`src/rtl/cache_miss_handler_pkg.sv`:
```
// Shared definitions for the cache refill path: data/address widths and the
// refill state encoding used by the cache and memory controller.
package cache_miss_handler_pkg;

    localparam int WORD_LENGTH  = 32;
    localparam int ADDR_WIDTH   = 15;
    localparam int OFFSET_WIDTH = 2;
    localparam int CNT_WIDTH    = 16;

    typedef enum logic [1:0] {
        IDLE  = 2'd0,
        FETCH = 2'd1,
        FILL  = 2'd2
    } state_e;

endpackage

```
`src/rtl/block_buffer.sv`:
```
// Four-word line buffer filled one word at a time during a refill; contents
// persist until the next refill overwrites them.
module block_buffer
    import cache_miss_handler_pkg::*;
#(
    parameter int WIDTH = WORD_LENGTH
) (
    input  logic                    clk,
    input  logic                    rst_n,
    input  logic                    wr_en_i,
    input  logic [OFFSET_WIDTH-1:0] wr_sel_i,
    input  logic [WIDTH-1:0]        wr_data_i,
    output logic [WIDTH-1:0]        word0_o,
    output logic [WIDTH-1:0]        word1_o,
    output logic [WIDTH-1:0]        word2_o,
    output logic [WIDTH-1:0]        word3_o
);

    logic [3:0][WIDTH-1:0] words_q;

    // NOTE: the buffer is cleared on reset so an aborted refill never leaves a stale partial line.
    always_ff @(posedge clk or negedge rst_n) begin
        if (!rst_n) begin
            words_q <= '0;
        end else if (wr_en_i) begin
            // NOTE: non-blocking so every register samples pre-edge values regardless of block order.
            words_q[wr_sel_i] <= wr_data_i;
        end
    end

    assign word0_o = words_q[0];
    assign word1_o = words_q[1];
    assign word2_o = words_q[2];
    assign word3_o = words_q[3];

endmodule

```
`src/rtl/cache_miss_handler.sv`:
```
// Refill engine: on a miss, fetches the enclosing four-word block in order,
// strobes fill_valid for one cycle, stalls the core throughout, counts misses.
module cache_miss_handler #(
    parameter int WORD_LENGTH = cache_miss_handler_pkg::WORD_LENGTH,
    parameter int ADDR_WIDTH  = cache_miss_handler_pkg::ADDR_WIDTH,
    parameter int CNT_WIDTH   = cache_miss_handler_pkg::CNT_WIDTH
) (
    input  logic                  clk,
    input  logic                  rst_n,
    input  logic                  req_i,
    input  logic [ADDR_WIDTH-1:0] address_i,
    input  logic                  hit_i,
    output logic                  mem_read_o,
    output logic [ADDR_WIDTH-1:0] mem_addr_o,
    input  logic                  mem_ready_i,
    input  logic [WORD_LENGTH-1:0] mem_rdata_i,
    output logic [WORD_LENGTH-1:0] block_out1_o,
    output logic [WORD_LENGTH-1:0] block_out2_o,
    output logic [WORD_LENGTH-1:0] block_out3_o,
    output logic [WORD_LENGTH-1:0] block_out4_o,
    output logic                  fill_valid_o,
    output logic [ADDR_WIDTH-3:0] fill_addr_o,
    output logic                  stall_o,
    output logic [CNT_WIDTH-1:0]  miss_count_o
);
    import cache_miss_handler_pkg::*;

    localparam int BLK_WIDTH = ADDR_WIDTH - OFFSET_WIDTH;

    state_e                  state_q, state_d;
    logic [OFFSET_WIDTH-1:0] k_q, k_d;
    logic [BLK_WIDTH-1:0]    fill_addr_q, fill_addr_d;
    logic [CNT_WIDTH-1:0]    miss_count_q, miss_count_d;
    logic                    miss;
    logic                    buf_we;

    assign miss = req_i && !hit_i;

    always_ff @(posedge clk or negedge rst_n) begin
        if (!rst_n) begin
            state_q      <= IDLE;
            k_q          <= '0;
            fill_addr_q  <= '0;
            miss_count_q <= '0;
        end else begin
            state_q      <= state_d;
            k_q          <= k_d;
            fill_addr_q  <= fill_addr_d;
            miss_count_q <= miss_count_d;
        end
    end

    always_comb begin
        // NOTE: every output of this block gets a default first, so no path can infer a latch.
        state_d      = state_q;
        k_d          = k_q;
        fill_addr_d  = fill_addr_q;
        miss_count_d = miss_count_q;
        mem_read_o   = 1'b0;
        mem_addr_o   = '0;
        fill_valid_o = 1'b0;
        buf_we       = 1'b0;
        stall_o      = 1'b1;

        unique case (state_q)
            IDLE: begin
                stall_o = miss;
                if (miss) begin
                    fill_addr_d = address_i[ADDR_WIDTH-1:OFFSET_WIDTH];
                    k_d         = '0;
                    if (miss_count_q != '1) begin
                        miss_count_d = miss_count_q + CNT_WIDTH'(1);
                    end
                    state_d = FETCH;
                end
            end
            FETCH: begin
                mem_read_o = 1'b1;
                mem_addr_o = {fill_addr_q, k_q};
                if (mem_ready_i) begin
                    buf_we = 1'b1;
                    if (k_q == '1) begin
                        state_d = FILL;
                    end else begin
                        k_d = k_q + OFFSET_WIDTH'(1);
                    end
                end
            end
            FILL: begin
                fill_valid_o = 1'b1;
                state_d      = IDLE;
            end
            default: begin
                state_d = IDLE;
            end
        endcase
    end

    block_buffer #(
        .WIDTH (WORD_LENGTH)
    ) u_block_buffer (
        .clk       (clk),
        .rst_n     (rst_n),
        .wr_en_i   (buf_we),
        .wr_sel_i  (k_q),
        .wr_data_i (mem_rdata_i),
        .word0_o   (block_out1_o),
        .word1_o   (block_out2_o),
        .word2_o   (block_out3_o),
        .word3_o   (block_out4_o)
    );

    assign fill_addr_o  = fill_addr_q;
    assign miss_count_o = miss_count_q;

endmodule

```
`config.mk`:
```
export PLATFORM = sky130hd
export DESIGN_NAME = cache_miss_handler
export DESIGN_NICKNAME = d
export VERILOG_FILES = /design/src/rtl/cache_miss_handler_pkg.sv /design/src/rtl/block_buffer.sv /design/src/rtl/cache_miss_handler.sv
export SDC_FILE = /design/constraint.sdc
export NUM_CORES = 1
export LEC_CHECK = 0
export ABC_AREA = 1
export ABC_CLOCK_PERIOD_IN_PS = 1300
export CAP_MARGIN = 5
export CELL_PAD_IN_SITES_DETAIL_PLACEMENT = 1
export CELL_PAD_IN_SITES_GLOBAL_PLACEMENT = 1
export CORE_ASPECT_RATIO = 2
export CORE_MARGIN = 2
export CORE_UTILIZATION = 31
export CTS_BUF_LIST = sky130_fd_sc_hd__clkbuf_4 sky130_fd_sc_hd__clkbuf_8
export CTS_CLUSTER_DIAMETER = 40
export DETAILED_ROUTE_END_ITERATION = 10
export PLACE_DENSITY_LB_ADDON = 0.12
export REMOVE_ABC_BUFFERS = 1
export SYNTH_ARGS = -nofsm -noshare
export SYNTH_HDL_FRONTEND = slang
export SYNTH_SLANG_ARGS = --single-unit
```
`constraint.sdc`:
```
create_clock -name clk -period 1.3 [get_ports clk]
set_input_delay 0.195 -clock clk [delete_from_list [all_inputs] [get_ports clk]]
set_output_delay 0.195 -clock clk [all_outputs]
set_load 0.02 [all_outputs]
```
==> impl_results.md <==
* Outcome: complete, but fails checks
* Failing checks: setup timing
* Max Clk Rate at 0.5962 GHz
* Post-DP Area at 0.009385 mm2
* Synth cell count leaders: 213 x nand2_1, 161 x dfrtp_1, 110 x o21ai_0
* Clock root cell: clkbuf_8
* Cell area after layout at 0.01102 mm2
* Worst hold path type: in -> async
* Fill cell count at 2,276
* CP most frequent cell: nand2_8
* Via density at 4.798
* WL/cell at 21.51 um
* CP peak stage delay at 0.43 ns
* Clock-pin slew on the worst setup and hold paths at 0.09 ns
* First-pass GRT wire length at 36,920 um
* Grt ovf at 0
* Max Slew Vio Count at 0
* I/O Buffers at 224
* Die H at 207.4 um
* Chip width at 105.7 um
* DRC at 0
* Initial DRC count at 194
* Clk Latency, worst-skew pair at 0.47 ns
* Area share of the largest cell type after synthesis at 62.83%
* Initial antenna violation count at 0
* CP delay by family, top: buffers and inverters
* Leakage at 5.588 nW
* CP Cell Sequence: nor2_4 > buf_4 > buf_6 > nand2_8 > clkinv_8 > buf_12 > nand2_8 > clkbuf_16 > nand2_1 > o21ai_0
* Maximum vdd drop at 0.001306 V
* Slew @ Worst Pin at 0.3087 ns
* CTS tree: done
* Hold WS at 0.1497 ns
* Antenna Nets Post-Route at 0
* CTS Buf Count at 17
* Gr usage total at 21.99%
* Setup crit start kind: register
* Required @ worst endpoint at 1.64 ns
* Synth top area cells: dfrtp_1 63%, nand2_1 12%, o21ai_0 8.6%
* CP max FO at 7
* Worst EP arrival at 2.02 ns
* Number of global-route vias before repair at 6,629
* Avg Cell Area, Syn at 9.307 um2
* Layout overhead on the synthesized area at 71.86%
* PnR worst setup slack at -0.3773 ns
* Non-filler instance count after layout at 1,320
* Final GP Congestion at 0.7834
* Synth Register Bits at 161
* Ys Warns at 0
* Async set-reset flop share out of synthesis at 100.0%
* Post-Route WL at 28,390 um
* Synthesized instance count at 689
* Sequential element share of the synthesized area at 62.83%
* Crit. End Element: register
* Core area at 0.02037 mm2
* Period utilization at 129.0%
* Largest net degree at the start of global routing at 42
* Dpl cells at 1,207
* Relative slew slack at 79.42%
* WS Path Type: reg -> reg
* H-tree levels at 4
* Netlist cell types at 24
* Die area at 0.02192 mm2
* Number of buffers and inverters on the critical path at 5
* Final setup violation count at 188
* CTS sink count at 161
* Setup WS pre-CTS at -0.4435 ns
* Power Density at 2492 mW/mm2
* Clk buf depth at 2
* RSZ-0062 raised after global routing: true
* Worst clock skew at 0.01898 ns
* Max Cap Viol at 0
* Final net count at 1,100
* Critical path's slowest cell: dfrtp_1
* Drt first pass iters at 4
* Most numerous cell in the Yosys netlist: nand2_1
* Initial core utilization at 31.48%
* Synthesized area at 0.006412 mm2
* HPWL Detailed at 16,150 um
* Diode count at 0
* Row cnt at 74
* Largest area contributor in the netlist: dfrtp_1
* Layout cell share with drive strength beyond 1 at 42.60%
* Ports at 227
* Final hold vios at 0
* Post-synth top flop: dfrtp_1
* Vias at 6,334
* Number of synthesized flops with an enable pin at 0
* Final critical-path required period at 1.677 ns
cell type report:
cell class	instances	area [um2]	area share, %
inverter	67	289.0	2.623
timing repair buffer	361	3473	31.52
tap	266	332.8	3.020
multi-input combinational	435	2434	22.08
clock buffer	23	316.6	2.872
clock inverter	7	145.1	1.317
sequential	161	4030	36.57
worst paths after layout:
kind / start / to / slack [ns] / cells past startpoint
setup / recovery: state_q[1] / u_block_buffer.word0_o[26] / -0.38 / 10
min in group clk: address_i[9] / fill_addr_o[7] / 0.26 / 3
hold reg to reg: u_block_buffer.word2_o[27] / u_block_buffer.word2_o[27] / 0.48 / 2
max in group asynchronous: rst_n / u_block_buffer.word0_o[20] / 0.59 / 3
setup reg to reg: state_q[1] / u_block_buffer.word0_o[26] / -0.38 / 10
hold / removal: rst_n / miss_count_o[3] / 0.15 / 2
repair_timing:
action,4_1_cts,5_1_grt
gates cloned,5,30
buffers inserted,28,19
hold endpoints to repair,161,0
pin swaps,3,6
hold buffers,1,0
endpoints found under the setup margin,333,197
resized for setup,855,184
report_power, final:
group,total [mW],switching (mW),internal (mW)
clock,4.30,1.90,2.40
combinational,14.5,8.51,6.00
sequential,8.66,1.53,7.14
total,27.5,11.9,15.5
cells by family after synthesis:
logic type | after synthesis | synth area share (%)
AOI/OAI and AO/OA | 152 | 12.12
xor gates and xnor gates | 7 | 0.9561
adders and majority gates | 5 | 0.9756
buffers and inverters | 96 | 6.166
DFF | 161 | 62.83
and+or+nand+nor | 268 | 16.96
per-stage QoR:
stage               utilization, %  setup TNS, ns  power, mW
finish                       54.10         -43.78      27.47
global route                 54.10         -56.38      28.81
CTS                          48.26         -27.19      24.73
detailed placement           46.07         -39.70      21.28
global placement             46.07         -33.93      20.81
floorplan                        -         -23.35      13.96
state kept, by name (all words and copies together) (netlist names):
signal / count
state_q: 2
u_block_buffer.word1_o: 32
u_block_buffer.word0_o: 32
u_block_buffer.word3_o: 32
u_block_buffer.word2_o: 32
miss_count_o: 16
k_q: 2
fill_addr_o: 13
routing by layer:
layer / vias up / GRT usage, % / wire length, um
met5: - / 0 / 0
met4: 0 / 6.851 / 1107
met3: 51 / 4.553 / 1018
met2: 201 / 43.31 / 16740
met1: 3174 / 22.52 / 9520
li1: 2908 / - / -
placed cells by master, fill, tap and decap left out, types with 2 or more instances in the layout:
master,instances
nor2_4,11
buf_12,19
nand2_8,7
nand2_2,24
buf_2,133
nor2_1,11
nand2_4,3
nand4_1,4
ha_2,2
bufinv_16,4
buf_8,3
xnor2_1,6
nor2_2,14
nand3_1,6
o21ai_0,29
inv_1,59
inv_8,3
clkbuf_16,20
clkdlybuf4s50_1,48
buf_6,70
dfrtp_1,160
o21ai_4,2
nand2_1,188
ha_4,2
inv_2,3
buf_4,62
clkbuf_8,23
buf_16,5
nand3_2,2
o21ai_1,91
inv_6,2
o21ai_2,28
No activity file was read; power rests on OpenSTA's default activity.
